`src/rtl/t04_mmio_pkg.sv`:
```
// Shared constants for the MMIO request controller: FSM encodings,
// default address map and the layout of the keypad read word.
package t04_mmio_pkg;

  // state      | meaning
  // IDLE       | waiting for a datapath request
  // RAM_REQ    | wishbone strobe asserted, waiting for busy or timeout
  // RAM_WAIT   | wishbone transfer in flight, ack when busy drops
  // DISP       | display write in progress, ack on display_ack
  // KEY_ACK    | one-cycle keypad / unmapped access
  localparam logic [2:0] ST_IDLE     = 3'd0;
  localparam logic [2:0] ST_RAM_REQ  = 3'd1;
  localparam logic [2:0] ST_RAM_WAIT = 3'd2;
  localparam logic [2:0] ST_DISP     = 3'd3;
  localparam logic [2:0] ST_KEY_ACK  = 3'd4;

  localparam logic [31:0] RAM_BASE_DEF  = 32'h3300_0000;
  localparam logic [31:0] RAM_MASK_DEF  = 32'hFF00_0000;
  localparam logic [31:0] DISP_ADDR_DEF = 32'hFFFF_FFFC;
  localparam logic [31:0] KEY_ADDR_DEF  = 32'hFFFF_FFF8;

  // Keypad read word: {22'b0, ovf, valid, code[7:0]}
  localparam int KEY_CODE_LSB  = 0;
  localparam int KEY_VALID_BIT = 8;
  localparam int KEY_OVF_BIT   = 9;

  function automatic logic [31:0] key_word(input logic ovf, input logic valid,
                                           input logic [7:0] code);
    return {22'b0, ovf, valid, code};
  endfunction

endpackage

```
`src/rtl/t04_key_buffer.sv`:
```
// Single-entry keypad code buffer. A new key overwrites the entry; a key
// arriving while the entry is still unread flags overflow. A load in the
// same cycle as a read-clear wins and starts a fresh, non-overflowed entry.
module t04_key_buffer (
  input  logic       clk,
  input  logic       nRst,
  input  logic       load_i,
  input  logic [7:0] code_i,
  input  logic       clear_i,
  output logic [7:0] code_o,
  output logic       valid_o,
  output logic       ovf_o
);

  logic [7:0] code_q;
  logic       valid_q;
  logic       ovf_q;

  // Entry register with load-over-clear priority.
  always_ff @(posedge clk) begin
    if (!nRst) begin
      code_q  <= 8'h00;
      valid_q <= 1'b0;
      ovf_q   <= 1'b0;
    end else if (load_i) begin
      code_q  <= code_i;
      valid_q <= 1'b1;
      ovf_q   <= clear_i ? 1'b0 : valid_q;
    end else if (clear_i) begin
      code_q  <= 8'h00;
      valid_q <= 1'b0;
      ovf_q   <= 1'b0;
    end
  end

  assign code_o  = code_q;
  assign valid_o = valid_q;
  assign ovf_o   = ovf_q;

endmodule

```
`src/rtl/t04_mmio_request_controller.sv`:
```
// Decodes datapath memory accesses into RAM (wishbone), display or keypad
// transactions and drives the qualifiers that let the downstream
// acknowledgement center produce exactly one d_ack per access.
module t04_mmio_request_controller
  import t04_mmio_pkg::*;
#(
  parameter logic [31:0] RAM_BASE    = RAM_BASE_DEF,
  parameter logic [31:0] RAM_MASK    = RAM_MASK_DEF,
  parameter logic [31:0] DISP_ADDR   = DISP_ADDR_DEF,
  parameter logic [31:0] KEY_ADDR    = KEY_ADDR_DEF,
  parameter int          REQ_TIMEOUT = 4
) (
  input  logic        clk,
  input  logic        nRst,
  input  logic        MemRead,
  input  logic        MemWrite,
  input  logic [31:0] mem_addr,
  input  logic [31:0] mem_wdata,
  output logic [31:0] mem_rdata,
  input  logic        busy,
  input  logic [31:0] wb_rdata,
  output logic        wb_ren,
  output logic        wb_wen,
  output logic [31:0] wb_addr,
  output logic [31:0] wb_wdata,
  output logic        disp_wen,
  output logic [31:0] disp_data,
  input  logic        display_ack,
  input  logic        key_valid,
  input  logic [7:0]  key_code,
  output logic        Ram_En,
  output logic        WEN,
  output logic        key_en
);

  localparam int            CW      = $clog2(REQ_TIMEOUT + 1);
  localparam logic [CW-1:0] CNT_SAT = CW'(REQ_TIMEOUT);
  localparam logic [CW-1:0] CNT_TO  = CW'(REQ_TIMEOUT - 1);

  logic [2:0]    state_q, state_d;
  logic [31:0]   addr_q, addr_d;
  logic [31:0]   wdata_q, wdata_d;
  logic          wr_q, wr_d;
  logic [CW-1:0] cnt_q, cnt_d;

  logic [7:0] kb_code;
  logic       kb_valid;
  logic       kb_ovf;
  logic       key_rd;

  // A keypad read clears the buffer in the same cycle it is returned.
  assign key_rd = (state_q == ST_KEY_ACK) && !wr_q && (addr_q == KEY_ADDR);

  t04_key_buffer u_key_buffer (
    .clk     (clk),
    .nRst    (nRst),
    .load_i  (key_valid),
    .code_i  (key_code),
    .clear_i (key_rd),
    .code_o  (kb_code),
    .valid_o (kb_valid),
    .ovf_o   (kb_ovf)
  );

  // Next-state logic: registered decode in IDLE, sequencing elsewhere.
  always_comb begin
    state_d = state_q;
    addr_d  = addr_q;
    wdata_d = wdata_q;
    wr_d    = wr_q;
    cnt_d   = cnt_q;
    case (state_q)
      ST_IDLE: begin
        if (MemRead || MemWrite) begin
          addr_d  = mem_addr;
          wdata_d = mem_wdata;
          wr_d    = MemWrite;
          if ((mem_addr & RAM_MASK) == (RAM_BASE & RAM_MASK)) begin
            state_d = ST_RAM_REQ;
            cnt_d   = '0;
          end else if (mem_addr == DISP_ADDR) begin
            state_d = ST_DISP;
          end else begin
            state_d = ST_KEY_ACK;
          end
        end
      end
      ST_RAM_REQ: begin
        if (cnt_q != CNT_SAT) cnt_d = cnt_q + CW'(1);
        if (busy || (cnt_q >= CNT_TO)) state_d = ST_RAM_WAIT;
      end
      ST_RAM_WAIT: begin
        if (!busy) state_d = ST_IDLE;
      end
      ST_DISP: begin
        if (display_ack) state_d = ST_IDLE;
      end
      ST_KEY_ACK: begin
        state_d = ST_IDLE;
      end
      default: begin
        state_d = ST_IDLE;
      end
    endcase
  end

  // State and request latches; reset abandons any transfer in flight.
  always_ff @(posedge clk) begin
    if (!nRst) begin
      state_q <= ST_IDLE;
      addr_q  <= 32'h0;
      wdata_q <= 32'h0;
      wr_q    <= 1'b0;
      cnt_q   <= '0;
    end else begin
      state_q <= state_d;
      addr_q  <= addr_d;
      wdata_q <= wdata_d;
      wr_q    <= wr_d;
      cnt_q   <= cnt_d;
    end
  end

  // Output muxes: everything idles at 0 outside its owning state.
  always_comb begin
    mem_rdata = 32'h0;
    wb_ren    = 1'b0;
    wb_wen    = 1'b0;
    disp_wen  = 1'b0;
    disp_data = 32'h0;
    Ram_En    = 1'b0;
    WEN       = 1'b0;
    key_en    = 1'b0;
    case (state_q)
      ST_RAM_REQ: begin
        wb_wen = wr_q;
        wb_ren = !wr_q;
      end
      ST_RAM_WAIT: begin
        Ram_En = 1'b1;
        if (!busy) mem_rdata = wb_rdata;
      end
      ST_DISP: begin
        WEN       = 1'b1;
        disp_wen  = wr_q;
        disp_data = wdata_q;
      end
      ST_KEY_ACK: begin
        key_en = 1'b1;
        if (key_rd) mem_rdata = key_word(kb_ovf, kb_valid, kb_code);
      end
      default: begin
      end
    endcase
  end

  assign wb_addr  = addr_q;
  assign wb_wdata = wdata_q;

endmodule

```
`config.mk`:
```
export PLATFORM = sky130hd
export DESIGN_NAME = t04_mmio_request_controller
export DESIGN_NICKNAME = d
export VERILOG_FILES = /design/src/rtl/t04_mmio_pkg.sv /design/src/rtl/t04_key_buffer.sv /design/src/rtl/t04_mmio_request_controller.sv
export SDC_FILE = /design/constraint.sdc
export NUM_CORES = 1
export LEC_CHECK = 0
export CORE_MARGIN = 5
export CORE_UTILIZATION = 50
export DETAILED_ROUTE_END_ITERATION = 8
export DONT_BUFFER_PORTS = 1
export GPL_TIMING_DRIVEN = 0
export PLACE_DENSITY_LB_ADDON = 0.15
export SYNTH_ARGS = -nofsm -noshare
export SYNTH_HDL_FRONTEND = slang
export SYNTH_HIERARCHICAL = 1
export SYNTH_SLANG_ARGS = --single-unit
```
`constraint.sdc`:
```
create_clock -name clk -period 5.9 [get_ports clk]
set_clock_uncertainty 0.2 [all_clocks]
set_input_delay 0.59 -clock clk [delete_from_list [all_inputs] [get_ports clk]]
set_output_delay 0.59 -clock clk [all_outputs]
set_load 0.03 [all_outputs]
```
==> flow_summary_export.csv <==
group,metric,value,unit
route,wire_per_inst,19.05,um
critical_path,r2r_end,"u_key_buffer/code_o[6]",
synth,ys.flop_type,"dfxtp_1",
layout,final_nets,605,
timing,fmax,0.2696,GHz
timing,maxSlewHeadroom,13.19,%
synth,synth.cell_area,0.003877,mm^2
clock_tree,cts_buffers,9,
clock_tree,cts.repair.resized,0,
floorplanning,fp.dieW,98.06,um
timing,final-max-slew-violation-count,0,
critical_path,path_cells,"buf_2 -> nor3b_1 -> and2b_1 -> clkbuf_1 -> and2_1",
synth,ys_async_sr_fraction,0,%
layout,drive_above_1_share,8.704,%
layout,fillCellCount,771,
synth,yosys-top-cells-count,"nand2_1 (135), dfxtp_1 (81), a21boi_0 (59)",
route,dr.pass1.iters,4,
layout,multiInputGateArea,0.002067,mm^2
synth,synth_edf_count,0,
timing,rsz0062_at_grt,"no",
critical_path,worstSetupStartpoint,"state_q[1]",
critical_path,cp.arrival,2.92,ns
worst_hold_path,min-delay-start,"mem_addr[15]",
route,vias,3349,
synth,syn_nets,594,
route,ant_nets,0,
synth,synth.largest_area_cell,"dfxtp_1",
floorplanning,coreArea,0.007647,mm^2
route,vias_per_cell,5.619,
clock_tree,cts_tree,"done",
placed_design,post-place-ws,2.460,ns
clock_tree,clockRootBuffer,"clkbuf_8",
global_routing,grt_overflow,0,
power_and_ir_drop,p_per_area,309.3,mW/mm^2
floorplanning,start_util,50.70,%
synth,ys_ff_latch,81,
placed_design,place_congestion,0.8256,
synth,synth_most_common_cell,"nand2_1",
timing,fin_crit_sh,62.86,%
synth,synth_top_area_share,41.82,%
critical_path,path_max_fanout,10,
clock_tree,cts_htree_levels,3,
power_and_ir_drop,p_total,0.001311,W
timing,worst_pin_slew,1.299,ns
timing,fin_crit,3.709,ns
critical_path,crit_path_start_kind,"register",
clock_tree,postCtsSetupBuffers,0,
timing,hold_viol_final,0,
global_routing,antenna_found_initial,0,
power_and_ir_drop,peakVddDrop,0.2123,mV
layout,area_growth,9.261,%
clock_tree,clkSinkCount,81,
outcome,status,"finished clean",
route,drc_errors,0,
critical_path,critPathRequiredTime,5.11,ns
timing,totalNegativeSetupSlack,0,ns
flow_run,drv_cap,0,
critical_path,rr_startpoint,"state_q[2]",
floorplanning,dieArea,0.009616,mm^2
synth,yosysUniqueCellTypes,41,
route,drt-total-wl,11.35,mm
floorplanning,io_pins,245,
critical_path,end_kind,"primary output",
global_routing,grt_pass1_vias,3351,
clock_tree,clk_latency,0.34,ns
worst_hold_path,min-delay-path-class,"in -> reg",
critical_path,cp.buffers_inverters,2,
power_and_ir_drop,p_leak,1.613,nW
critical_path,critPathSlowestCell,"nor3b_1",
clock_tree,clk_pin_slew_worst_paths,0.08,ns
global_routing,grt_max_degree,13,
synth,synth_area_leaders,"dfxtp_1 (42%), nand2_1 (13%), a21boi_0 (11%), and2_1 (9.4%), a22o_2 (2.6%)",
synth,synth_seq_area_share,41.82,%
critical_path,reg2reg_slack,3.13,ns
synth,synth_cells,480,
timing,fin_ws,2.191,ns
floorplanning,die_h,98.06,um
route,drt_iter0_markers,110,
layout,regArea,0.001622,mm^2
timing,setup_viol,0,
synth,syn_area_per_cell,8.078,um^2
placed_design,hpwl,8.987,mm
global_routing,grtUsageTotal,22.43,%
placed_design,placed_cells,582,
global_routing,grt_pass1_wl,17.39,mm
placed_design,portBuffers,0,
critical_path,r2r.worst_path.cells,6,
critical_path,criticalPathCategory,"reg -> out",
critical_path,critPathMaxStageDelay,1.05,ns
layout,instances_no_fill,596,
clock_tree,cts_buffer_depth,2,
critical_path,path_depth,5,
critical_path,worstSetupEndpoint,"mem_rdata[12]",
synth,synth_warnings,6,
floorplanning,row_count,32,
layout,diodes,0,
critical_path,crit_family,"simple AND/OR/NAND/NOR gates",
clock_tree,ctsHoldBuffers,0,
timing,fin_hold_ws,0.1787,ns
==> registers in the layout, summed over array words and instances (netlist names) <==
register	count
cnt_q	3
wb_addr	32
wb_wdata	32
state_q	3
u_key_buffer/valid_o	1
u_key_buffer/code_o	8
wr_q	1
u_key_buffer/ovf_o	1
==> worst reg2reg max path: cells and delay by family (launching register included) <==
family                 cells  cell delay [ns]
and+or+nand+nor            4             1.74
AOI/OAI and AO/OA          1             0.10
buffers and inverters      1             0.14
DFF                        1             0.48
==> cell type report <==
type	instances	area share (%)
plain buffers	34	4.105
clock buffers	11	3.337
flip-flops and latches	81	38.28
multi-input cells	361	48.79
clock inverters	3	2.126
well taps	102	3.012
inverters	4	0.3544
==> per-layer routing <==
layer / track usage (%) / wire (um) / vias up
li1: - / - / 1626
met3: 10.79 / 1218 / 11
met1: 24.36 / 4292 / 1551
met5: 0 / 0 / -
met2: 39.48 / 5740 / 161
met4: 5.112 / 99 / 0
==> per-stage QoR <==
step	area [um^2]	util, %
final	4237	55.40
after CTS	4237	55.40
after detailed placement	4005	52.37
after floorplan	3877	-
after global routing	4237	55.40
after global placement	4005	52.37
==> layout by cell type, fill, tap and decap left out, drive strengths merged, types with 3 or more instances in the layout <==
cell,count
nand2,135
dfxtp,81
a21boi,67
and2,58
clkbuf,32
nand4,13
buf,13
nand3,12
o21ai,12
a22o,10
nand2b,9
nor4,5
inv,4
nor2,4
a21oi,4
nor2b,3
ha,3
bufinv,3
nor3,3
==> how the worst min path moves through the flow <==
| stage | endpoint | slack [ns] | cells past startpoint |
|---|---|---|---|
| 2_1_floorplan | u_key_buffer/code_o[0] | 0.24 | 2 |
| 3_3_place_gp | u_key_buffer/code_o[3] | 0.25 | 2 |
| 3_5_place_dp | u_key_buffer/code_o[3] | 0.26 | 2 |
| 4_1_cts | wb_addr[3] | 0.16 | 2 |
| 5_1_grt | wb_addr[3] | 0.15 | 2 |
| 6_report | wb_addr[15] | 0.18 | 2 |
==> power by group <==
| group | internal (W) | switching, W | total [W] |
|---|---|---|---|
| Combinational | 0.0000497 | 0.0000866 | 0.000136 |
| Sequential | 0.000587 | 0.000107 | 0.000695 |
| Clock | 0.000289 | 0.000191 | 0.000479 |
| Total | 0.000926 | 0.000385 | 0.00131 |
==> cells by family (layout without fill, tap and decap cells) <==
family | Yosys count | after routing | share of synthesized area [%]
buffers and inverters | 38 | 52 | 4.873
AOI/OAI and AO/OA | 99 | 99 | 18.72
DFF | 81 | 81 | 41.82
muxes | 2 | 2 | 0.5163
and+or+nand+nor | 257 | 257 | 33.11
adders and majority gates | 3 | 3 | 0.9682
(Power assumes the default switching activity.)
